## src/rtl/fuel_pump_pkg.sv

```systemverilog
// Shared types and width helpers for the fuel pump anti-theft controller.
package fuel_pump_pkg;

  // Controller state encoding, also driven straight out on the state port.
  typedef enum logic [1:0] {
    ST_OFF     = 2'd0,
    ST_ARMING  = 2'd1,
    ST_RUN     = 2'd2,
    ST_LOCKOUT = 2'd3
  } fp_state_t;

  localparam int STATE_W    = 2;
  localparam int FAIL_CNT_W = 4;
  localparam logic [FAIL_CNT_W-1:0] FAIL_CNT_MAX = 4'hF;

  // Bits needed for a counter that runs from 0 up to max_val-1 (never less than one bit).
  function automatic int cnt_width(input int max_val);
    if (max_val <= 2) begin
      return 1;
    end
    return $clog2(max_val);
  endfunction

endpackage

```

## src/rtl/fuel_pump_ctrl_debounce.sv

```systemverilog
// input_debounce: two-flop synchroniser followed by a stability counter.
// The output takes the synchronised value once it has differed from the
// current output for DEBOUNCE_CYC consecutive cycles, so the raw-to-output
// latency is 2+DEBOUNCE_CYC cycles and shorter glitches never propagate.
module input_debounce
  import fuel_pump_pkg::*;
#(
  parameter int DEBOUNCE_CYC = 16
) (
  input  logic clk,
  input  logic rst,
  input  logic din,
  output logic dout
);

  localparam int CNT_W = cnt_width(DEBOUNCE_CYC);
  localparam logic [CNT_W-1:0] CNT_LAST = CNT_W'(DEBOUNCE_CYC - 1);

  logic             sync1;
  logic             sync2;
  logic             deb;
  logic [CNT_W-1:0] cnt;

  // Bring the asynchronous raw input into the clock domain.
  always_ff @(posedge clk or posedge rst) begin
    if (rst) begin
      sync1 <= 1'b0;
      sync2 <= 1'b0;
    end else begin
      sync1 <= din;
      sync2 <= sync1;
    end
  end

  // Count consecutive disagreeing samples; adopt the new level once stable long enough.
  always_ff @(posedge clk or posedge rst) begin
    if (rst) begin
      cnt <= '0;
      deb <= 1'b0;
    end else if (sync2 == deb) begin
      cnt <= '0;
    end else if (cnt == CNT_LAST) begin
      cnt <= '0;
      deb <= sync2;
    end else begin
      cnt <= cnt + CNT_W'(1);
    end
  end

  assign dout = deb;

endmodule

```

## src/rtl/fuel_pump_ctrl.sv

```systemverilog
// fuel_pump_ctrl: anti-theft fuel pump enable.
// Debounced ignition, brake and hidden switches drive a four-state FSM that
// only grants pump power when the secret switch code is shown with the brake
// held inside a timed arming window. Repeated failures lock the pump out for
// a while with the alarm raised.
// Optional build macro FUEL_PUMP_PRIME_EN adds a PRIME_CYC-cycle priming pulse
// when arming starts with no failed attempts on record.
module fuel_pump_ctrl
  import fuel_pump_pkg::*;
#(
  parameter int                NUM_SW         = 2,
  parameter logic [NUM_SW-1:0] CODE           = NUM_SW'(2'b10),
  parameter int                DEBOUNCE_CYC   = 16,
  parameter int                ARM_WINDOW_CYC = 1000,
  parameter int                MAX_TRIES      = 3,
  parameter int                LOCKOUT_CYC    = 5000,
  parameter int                PRIME_CYC      = 200
) (
  input  logic                  clk,
  input  logic                  rst,
  input  logic                  ignition,
  input  logic                  brake,
  input  logic [NUM_SW-1:0]     hidden_switch,
  output logic                  power,
  output logic                  alarm,
  output logic [STATE_W-1:0]    state,
  output logic [FAIL_CNT_W-1:0] fail_cnt
);

`ifdef FUEL_PUMP_PRIME_EN
  localparam bit PRIME_EN = 1'b1;
`else
  localparam bit PRIME_EN = 1'b0;
`endif

  localparam int WIN_W  = cnt_width(ARM_WINDOW_CYC);
  localparam int LOCK_W = cnt_width(LOCKOUT_CYC);
  localparam logic [WIN_W-1:0]      WIN_LAST  = WIN_W'(ARM_WINDOW_CYC - 1);
  localparam logic [LOCK_W-1:0]     LOCK_LAST = LOCK_W'(LOCKOUT_CYC - 1);
  localparam logic [FAIL_CNT_W-1:0] TRIES_LIM = FAIL_CNT_W'(MAX_TRIES);

  logic              ign_d;
  logic              brk_d;
  logic [NUM_SW-1:0] sw_d;

  fp_state_t             state_r, state_nxt;
  logic                  power_r, power_nxt;
  logic                  alarm_r, alarm_nxt;
  logic [FAIL_CNT_W-1:0] fail_r, fail_nxt;
  logic [WIN_W-1:0]      win_r, win_nxt;
  logic [LOCK_W-1:0]     lock_r, lock_nxt;
  logic                  prime_ok_r, prime_ok_nxt;
  logic                  brk_prev_r;

  logic                  code_ok;
  logic                  attempt_fail;
  logic [FAIL_CNT_W-1:0] fail_inc;

  input_debounce #(.DEBOUNCE_CYC(DEBOUNCE_CYC)) u_db_ign (
    .clk  (clk),
    .rst  (rst),
    .din  (ignition),
    .dout (ign_d)
  );

  input_debounce #(.DEBOUNCE_CYC(DEBOUNCE_CYC)) u_db_brk (
    .clk  (clk),
    .rst  (rst),
    .din  (brake),
    .dout (brk_d)
  );

  for (genvar i = 0; i < NUM_SW; i++) begin : g_sw_db
    input_debounce #(.DEBOUNCE_CYC(DEBOUNCE_CYC)) u_db_sw (
      .clk  (clk),
      .rst  (rst),
      .din  (hidden_switch[i]),
      .dout (sw_d[i])
    );
  end

  // A failed attempt is a fresh brake press with the wrong code or an expired window.
  assign code_ok      = brk_d && (sw_d == CODE);
  assign attempt_fail = (brk_d && !brk_prev_r && (sw_d != CODE)) || (win_r == WIN_LAST);
  assign fail_inc     = (fail_r == FAIL_CNT_MAX) ? fail_r : fail_r + FAIL_CNT_W'(1);

  // Next-state, counter and registered-output decisions.
  always_comb begin
    state_nxt    = state_r;
    fail_nxt     = fail_r;
    win_nxt      = win_r;
    lock_nxt     = lock_r;
    prime_ok_nxt = prime_ok_r;
    power_nxt    = 1'b0;
    alarm_nxt    = 1'b0;

    case (state_r)
      ST_OFF: begin
        win_nxt      = '0;
        prime_ok_nxt = 1'b0;
        if (ign_d) begin
          state_nxt    = ST_ARMING;
          prime_ok_nxt = PRIME_EN && (fail_r == '0);
        end else begin
          state_nxt = ST_OFF;
        end
      end
      ST_ARMING: begin
        if (!ign_d) begin
          // Tries survive an ignition cycle so it cannot be used to reset them.
          state_nxt    = ST_OFF;
          prime_ok_nxt = 1'b0;
        end else if (code_ok) begin
          state_nxt    = ST_RUN;
          prime_ok_nxt = 1'b0;
        end else if (attempt_fail) begin
          fail_nxt     = fail_inc;
          win_nxt      = '0;
          prime_ok_nxt = 1'b0;
          if (fail_inc == TRIES_LIM) begin
            state_nxt = ST_LOCKOUT;
            lock_nxt  = '0;
          end else begin
            state_nxt = ST_ARMING;
          end
        end else begin
          win_nxt = win_r + WIN_W'(1);
        end
      end
      ST_RUN: begin
        if (!ign_d) begin
          state_nxt = ST_OFF;
          fail_nxt  = '0;
        end else begin
          state_nxt = ST_RUN;
        end
      end
      ST_LOCKOUT: begin
        if (lock_r == LOCK_LAST) begin
          state_nxt = ST_OFF;
          fail_nxt  = '0;
          lock_nxt  = '0;
        end else begin
          lock_nxt = lock_r + LOCK_W'(1);
        end
      end
      default: begin
        state_nxt = ST_OFF;
      end
    endcase

    // Priming covers window counts 1..PRIME_CYC, i.e. starting the cycle after entry.
    if (state_nxt == ST_RUN) begin
      power_nxt = 1'b1;
    end else if (prime_ok_nxt && (state_nxt == ST_ARMING) && (win_nxt != '0)
                 && (int'(win_nxt) <= PRIME_CYC)) begin
      power_nxt = 1'b1;
    end else begin
      power_nxt = 1'b0;
    end

    alarm_nxt = (state_nxt == ST_LOCKOUT);
  end

  // Controller state and output registers; reset drops power immediately.
  always_ff @(posedge clk or posedge rst) begin
    if (rst) begin
      state_r    <= ST_OFF;
      power_r    <= 1'b0;
      alarm_r    <= 1'b0;
      fail_r     <= '0;
      win_r      <= '0;
      lock_r     <= '0;
      prime_ok_r <= 1'b0;
      brk_prev_r <= 1'b0;
    end else begin
      state_r    <= state_nxt;
      power_r    <= power_nxt;
      alarm_r    <= alarm_nxt;
      fail_r     <= fail_nxt;
      win_r      <= win_nxt;
      lock_r     <= lock_nxt;
      prime_ok_r <= prime_ok_nxt;
      brk_prev_r <= brk_d;
    end
  end

  assign power    = power_r;
  assign alarm    = alarm_r;
  assign state    = state_r;
  assign fail_cnt = fail_r;

endmodule

```

## config.mk

```make
export PLATFORM = sky130hd
export DESIGN_NAME = fuel_pump_ctrl
export DESIGN_NICKNAME = d
export VERILOG_FILES = /design/src/rtl/fuel_pump_pkg.sv /design/src/rtl/fuel_pump_ctrl_debounce.sv /design/src/rtl/fuel_pump_ctrl.sv
export SDC_FILE = /design/constraint.sdc
export NUM_CORES = 1
export LEC_CHECK = 0
export ABC_AREA = 1
export CORE_UTILIZATION = 50
export CTS_BUF_LIST = sky130_fd_sc_hd__clkbuf_4
export DETAILED_ROUTE_END_ITERATION = 12
export GPL_TIMING_DRIVEN = 0
export PLACE_DENSITY = 0.7
export SYNTH_ARGS = -nofsm -noshare
export SYNTH_HDL_FRONTEND = slang
export SYNTH_SLANG_ARGS = --single-unit
```

## constraint.sdc

```tcl
create_clock -name clk -period 1.8 [get_ports clk]
set_input_delay 0.36 -clock clk [delete_from_list [all_inputs] [get_ports clk]]
set_output_delay 0.36 -clock clk [all_outputs]
set_load 0.05 [all_outputs]
```

==> impl_metrics.csv, run 1 <==
group,metric,value,unit
floorplan,die_height,81.8,um
clock_network,insertion_delay,410,ps
synthesis,ys_seq_elements,61,
cells_and_area,drive_above_1_share,20.7,%
cells_and_area,antenna_cells,0,
cells_and_area,final_cell_area,3790,um2
critical_path,path_cells,"inv_1 -> nor2_1 -> nand2_1 -> nand2_4 -> buf_4 -> nand3_1 -> nand2_1 -> a21oi_2 -> nand2_1 -> nor2_1 -> nand3_1 -> nand2_1",
routing,post_drt_wl_per_cell,12.5,um
routing,vias,2621,
floorplan,die_area,6690,um2
floorplan,die_w,81.8,um
critical_path,critPathRequiredTime,2150,ps
critical_path,crit_path_max_incr_delay,460,ps
synthesis,syn_inst,389,
critical_path,critPathArrivalTime,2150,ps
synthesis,synth_warnings,0,
clock_network,clk_pin_slew,100,ps
pwr,powerDensity,608,nW/um2
floorplan,fp-row-count,28,
synthesis,synth_top_cells_by_area,"dfrtp_1 (48%), nand2_1 (12%), nor2_1 (6.0%), nand3_1 (4.7%), inv_1 (4.5%)",
critical_path,cpMaxStageDelayCell,"dfrtp_2",
critical_path,start_kind,"flip-flop",
critical_path,path_common_cell,"nand2_1",
global_routing,grtUsageMet2,33.0,%
timing,hold_viol,0,
synthesis,synth-compound-area-share,7.31,%
pwr,p_leak,1.76,nW
synthesis,synth-async-reset-ratio,100,%
critical_path,end_kind,"flip-flop",
floorplan,start_util,52.9,%
placement,portBuffers,13,
timing,setup_violations,1,
clock_network,clk_path_buf_depth,2,
timing,tightest_slew,725,ps
global_routing,grt.met3_usage,5.00,%
pwr,peakVddDrop,0.512,mV
routing,route.detailed.drc,0,
timing,fin_crit,1800,ps
clock_network,clock-root-buffer,"clkbuf_4",
global_routing,grt_first_pass_wirelength,10.5,mm
routing,via_per_inst,5.19,
synthesis,netlist_area,3190,um2
cells_and_area,area_growth,18.9,%
cells_and_area,nFillCells,549,
synthesis,yosys.area_share.xor_xnor,6.32,%
timing,finClkSkew,11.7,ps
timing,setup_ws,-0.909,ps
floorplan,coreArea,6030,um2
critical_path,crit_type,"flip-flop to flip-flop",
critical_path,r2r_end,"power",
run,cap_violations,0,
timing,fmax,555,MHz
critical_path,critPathMaxFanout,6,
synthesis,yosysUniqueCellTypes,33,
synthesis,synth_top_cell_by_area,"dfrtp_1",
synthesis,yosysSeqAreaShare,47.9,%
critical_path,r2r_start,"u_db_brk.dout",
clock_network,numCtsBuffers,9,
routing,dr.pass1.iters,5,
synthesis,synth_fa_ha_area_share,2.75,%
timing,hold-worst-slack,290,ps
placement,post_dp_cell_area,3450,um2
timing,slew_headroom,51.3,%
global_routing,gr-total-overflow,0,
clock_network,tritoncts,"built",
global_routing,use_met1,28.8,%
global_routing,grt_pass1_vias,2361,
hold_path,worstHoldPathType,"input port to asynchronous set/reset pin",
global_routing,busiest_layer,"met2",
critical_path,reg2reg_slack,-0.9,ps
global_routing,antenna_found_initial,0,
routing,drt-initial-drc-count,151,
synthesis,synthesis.nets,402,
global_routing,grt_max_degree,62,
status,status,"finished, violations left",
clock_network,cts_num_sinks,61,
synthesis,synthMuxAreaShare,0.353,%
placement,gp_congestion,0.991,
synthesis,synth_top_family_by_area,"simple AND/OR/NAND/NOR gates",
cells_and_area,register_area,1540,um2
cells_and_area,multiInputGateArea,1620,um2
floorplan,io_pins,14,
synthesis,synth-simple-area-share,29.2,%
placement,pre_cts_slack,-149,ps
clock_network,htree_levels,3,
synthesis,syn-mean-instance-area,8.19,um2
cells_and_area,nets,438,
timing,finalSetupTns,-0.909,ps
global_routing,grt_util_all_layers,21.3,%
placement,dp_hpwl,4.35,mm
critical_path,reg2reg_depth,12,
synthesis,yosysTopAreaCellShare,47.9,%
synthesis,synth_edf_count,0,
timing,post-route-period-util,100,%
timing,maxSlewViolCount,0,
status,violations,"negative setup slack",
timing,rsz0062_at_grt,"true",
routing,drt_wl_total,6.33,mm
clock_network,hold_buffers,0,
synthesis,synthFlopType,"dfrtp_1",
routing,antenna_left,0,
-- worst max path at each step --
stage	slack, ps	endpoint	start
2_1_floorplan	20	lock_r[9]	fail_cnt[0]
3_3_place_gp	-110	state[0]	rst
3_5_place_dp	-150	power	win_r[0]
4_1_cts	-5	state[0]	state[0]
5_1_grt	-160	power	g_sw_db[0].u_db_sw.dout
6_report	-0.9	power	u_db_brk.dout
-- routing by layer --
metal	share of wire, %	routed length [um]
met3	3.5	221
met5	0	0
met4	1.6	102
met2	48	3020
met1	47	2990
-- metrics by stage --
stage | power [mW] | instances | utilization (%)
finish | 2.30 | 505 | 62.9
global route | 2.41 | 505 | 62.9
CTS | 2.33 | 499 | 60.2
detailed placement | 1.54 | 477 | 57.2
global placement | 1.54 | 477 | 57.2
floorplan | 1.51 | 389 | -
-- cell usage after synthesis, types with 7 or more instances --
library cell and instances:
nand2_1 101, xnor2_1 8, dfrtp_1 61, o21ai_1 13, xor2_1 15, ha_1 7
o31ai_1 8, nor3_1 8, a21oi_1 8, inv_1 38, nor2_1 51, nand3_1 30
-- power breakdown --
part	total [mW]	internal [mW]	switching, mW
combinational	0.0948	0.0394	0.0554
sequential	1.42	1.40	0.0205
clock	0.786	0.305	0.481
-- sequential cells by signal (all words and copies together) (netlist names) --
| signal | count |
|---|---|
| u_db_ign.sync1 | 1 |
| win_r | 10 |
| g_sw_db.u_db_sw.sync1 | 2 |
| u_db_ign.sync2 | 1 |
| prime_ok_r | 1 |
| u_db_brk.sync2 | 1 |
| g_sw_db.u_db_sw.sync2 | 2 |
| brk_prev_r | 1 |
| power | 1 |
| state | 2 |
| u_db_ign.cnt | 4 |
| fail_cnt | 4 |
| g_sw_db.u_db_sw.cnt | 8 |
| u_db_brk.sync1 | 1 |
| u_db_brk.dout | 1 |
| u_db_brk.cnt | 4 |
| alarm | 1 |
| lock_r | 13 |
| g_sw_db.u_db_sw.dout | 2 |
| u_db_ign.dout | 1 |
-- cells by family (layout without fill, tap and decap cells) --
group	after synthesis	count (layout)
multiplexers	1	1
AO/OA/AOI/OAI	38	38
AND/OR/NAND/NOR	209	209
adder cells (fa/ha/maj)	7	7
XOR/XNOR	23	23
flip-flops	61	61
buffers and inverters	50	91
-- cell type report --
| cell class | instances | area share [%] |
|---|---|---|
| Multi-Input combinational cell | 278 | 42.8 |
| Sequential cell | 61 | 40.5 |
| Timing Repair Buffer | 25 | 5.78 |
| Inverter | 47 | 4.82 |
| Tap cell | 75 | 2.48 |
| Clock buffer | 11 | 2.18 |
| Clock inverter | 5 | 0.727 |
| Buffer | 3 | 0.694 |
-- critical path, delay by kind of cell, from the launching register on --
| family | cells | cell delay [ps] |
|---|---|---|
| flops | 1 | 460 |
| simple gates | 9 | 890 |
| buf+inv | 2 | 240 |
| compound gates | 1 | 160 |
-- cell usage in the layout (no fill, tap or decap), types with 4 or more instances in the layout --
master           Yosys  routed
dfrtp_2              0       7
dfrtp_1             61      54
inv_2                6       5
nand4_1              4       4
clkinv_2             0       4
a21oi_1              8       6
inv_1               38      37
nor2_2               3       6
clkbuf_4             0      11
nor3_1               8       7
buf_4                2      12
xnor2_1              8       8
ha_1                 7       4
xor2_1              15      15
o31ai_1              8       6
dlygate4sd2_1        0       6
o21ai_1             13      11
nor2_1              51      47
nand3_4              2       4
nand2_2              2      11
nand2_1            101      89
nand3_1             30      30
clkdlybuf4s50_1      0       5
-- what timing repair did --
action | in CTS | in global routing
gates cloned | 1 | 0
setup endpoints to repair | 18 | 22
resized for setup | 20 | 31
pin swaps | 4 | 12
buffers inserted | 5 | 5
(Power assumes the default switching activity.)
==> inputs of run 2 (changes only) <==
--- a/config.mk
+++ b/config.mk
@@ -10,7 +10,7 @@
 export CTS_BUF_LIST = sky130_fd_sc_hd__clkbuf_4
 export DETAILED_ROUTE_END_ITERATION = 12
 export GPL_TIMING_DRIVEN = 0
-export PLACE_DENSITY = 0.7
+export PLACE_DENSITY = 0.69
 export SYNTH_ARGS = -nofsm -noshare
 export SYNTH_HDL_FRONTEND = slang
 export SYNTH_SLANG_ARGS = --single-unit
==> run 2 against run 1 <==
Effect of this change:
- maximum frequency down 0.90%
- clock power up 17%
- the run still ends with negative setup slack left
- global-route usage about the same
==> impl_metrics.csv, run 2 (synthesis results as in run 1) <==
group,metric,value,unit
status,status,"finished, violations left",
status,violations,"negative setup slack",
run,cap_violations,0,
pwr,p_leak,1.81,nW
timing,maxSlewViolCount,0,
clock_network,clock-root-buffer,"clkbuf_4",
pwr,fin_total_pwr,2.43,mW
critical_path,critPathRequiredTime,2090,ps
cells_and_area,mostFrequentLayoutCell,"nand2_1",
critical_path,crit_type,"flip-flop to flip-flop",
critical_path,end_kind,"flip-flop",
timing,fmax,550,MHz
global_routing,grt.met3_usage,4.78,%
global_routing,grt_pass1_vias,2420,
routing,dr.pass1.iters,4,
routing,post_drt_wl_per_cell,13.1,um
floorplan,start_util,52.9,%
floorplan,die_w,81.8,um
cells_and_area,antenna_cells,0,
timing,setup_ws,-17.3,ps
cells_and_area,nets,442,
clock_network,insertion_delay,400,ps
placement,portBuffers,13,
cells_and_area,largest_register_ffs,13,
placement,pre_cts_slack,-185,ps
timing,setup_violations,2,
global_routing,grt_max_degree,62,
routing,vias,2662,
clock_network,cts_num_sinks,61,
pwr,powerDensity,616,nW/um2
placement,dp_hpwl,4.39,mm
timing,finClkSkew,15.9,ps
timing,hold_viol,0,
routing,via_per_inst,5.24,
timing,finalSetupTns,-20.0,ps
placement,gp_congestion,0.877,
pwr,peakVddDrop,0.464,mV
routing,drt-initial-drc-count,173,
clock_network,htree_levels,3,
cells_and_area,reg.largest.list,"lock_r (13), win_r (10), g_sw_db.u_db_sw.cnt (8)",
clock_network,tritoncts,"built",
timing,tightest_slew,492,ps
clock_network,clk_path_buf_depth,2,
global_routing,grt_first_pass_wirelength,10.6,mm
routing,route.detailed.drc,0,
global_routing,grt_util_all_layers,21.3,%
floorplan,io_pins,14,
cells_and_area,area_growth,24.0,%
placement,post_dp_cell_area,3450,um2
floorplan,die_area,6690,um2
clock_network,numCtsBuffers,9,
floorplan,die_height,81.8,um
global_routing,gr-total-overflow,0,
timing,post-route-period-util,101,%
routing,drt_wl_total,6.64,mm
timing,rsz0062_at_grt,"true",
routing,antenna_left,0,
critical_path,critPathMaxFanout,6,
hold_path,worstHoldPathType,"input port to asynchronous set/reset pin",
timing,hold-worst-slack,323,ps
floorplan,coreArea,6030,um2
global_routing,antenna_found_initial,0,
timing,fin_crit,1820,ps
global_routing,busiest_layer,"met2",
cells_and_area,layout_common_cells,"nand2_1 (83), dfrtp_1 (54), nor2_1 (45)",
cells_and_area,regMostFlops,"lock_r",
clock_network,clk_pin_slew,110,ps
timing,slew_headroom,66.9,%
critical_path,critPathArrivalTime,2110,ps
global_routing,use_met1,28.5,%
floorplan,fp-row-count,28,
cells_and_area,drive_above_1_share,24.9,%
cells_and_area,final_cell_area,3950,um2
critical_path,start_kind,"flip-flop",
global_routing,grtUsageMet2,33.1,%
==> run 2: cell count changes in the layout (fill, tap and decap cells not counted), sizes merged <==
cell	change
bufinv	+1
clkinvlp	+1
dlygate4sd2	-2
buf	+3
clkinv	-2
clkdlybuf4s15	+2
==> run 2: cell type report <==
type	instances	area (um2)
Buffer	3	30.0
Timing Repair Buffer	29	267
Clock buffer	10	75.1
Sequential cell	61	1540
Clock inverter	5	53.8
Inverter	47	183
Multi-Input combinational cell	278	1710
Tap cell	75	93.8
Fill cell	484	2080
==> run 2: critical path, stage by stage (launching register included) <==
cell	delay, ps
dfrtp_1	410
ha_4	190
nand2_4	60
nor2_4	120
nand3_4	120
nand2_4	130
nand2_8	80
a21oi_2	180
nand2_2	90
nor2_1	140
nand3_2	80
nand3_2	70
nand2_1	50
==> run 2: worst paths after layout <==
path,start,to,slack (ps),cells past startpoint
setup / recovery,win_r[0],power,-20,12
hold / removal,rst,win_r[4],320,2
setup reg to reg,win_r[0],power,-20,12
hold reg to reg,u_db_ign.sync1,u_db_ign.sync2,360,0
max in group asynchronous,rst,lock_r[7],920,3
min in group clk,u_db_ign.sync1,u_db_ign.sync2,360,0
==> run 2: report_power, final <==
group / total, mW / internal, mW / switching [mW] / leakage (nW)
clock network: 0.919 / 0.425 / 0.494 / 0.0659
registers: 1.42 / 1.40 / 0.0199 / 0.812
logic: 0.0933 / 0.0390 / 0.0542 / 0.929
total: 2.43 / 1.86 / 0.568 / 1.81
==> run 2: metal layers <==
| metal | wire, um | part of all wire (%) | vias to the layer above |
|---|---|---|---|
| met5 | 0 | 0 | - |
| met4 | 91 | 1.4 | 0 |
| met3 | 269 | 4.1 | 9 |
| met2 | 3240 | 49 | 69 |
| met1 | 3040 | 46 | 1248 |
| li1 | - | - | 1336 |
==> run 2: timing repair <==
item | CTS | global route
gates resized for setup | 21 | 55
hold buffers | 0 | 0
endpoints found under the hold margin | 0 | 0
buffers inserted | 5 | 9
gates cloned | 0 | 1
setup endpoints to repair | 16 | 17
pin swaps | 2 | 20
==> run 2: per-stage QoR <==
stage               utilization (%)  std cells
finish                         65.5        508
global route                   65.5        508
CTS                            60.5        497
detailed placement             57.2        477
global placement               57.2        477
floorplan                         -        389
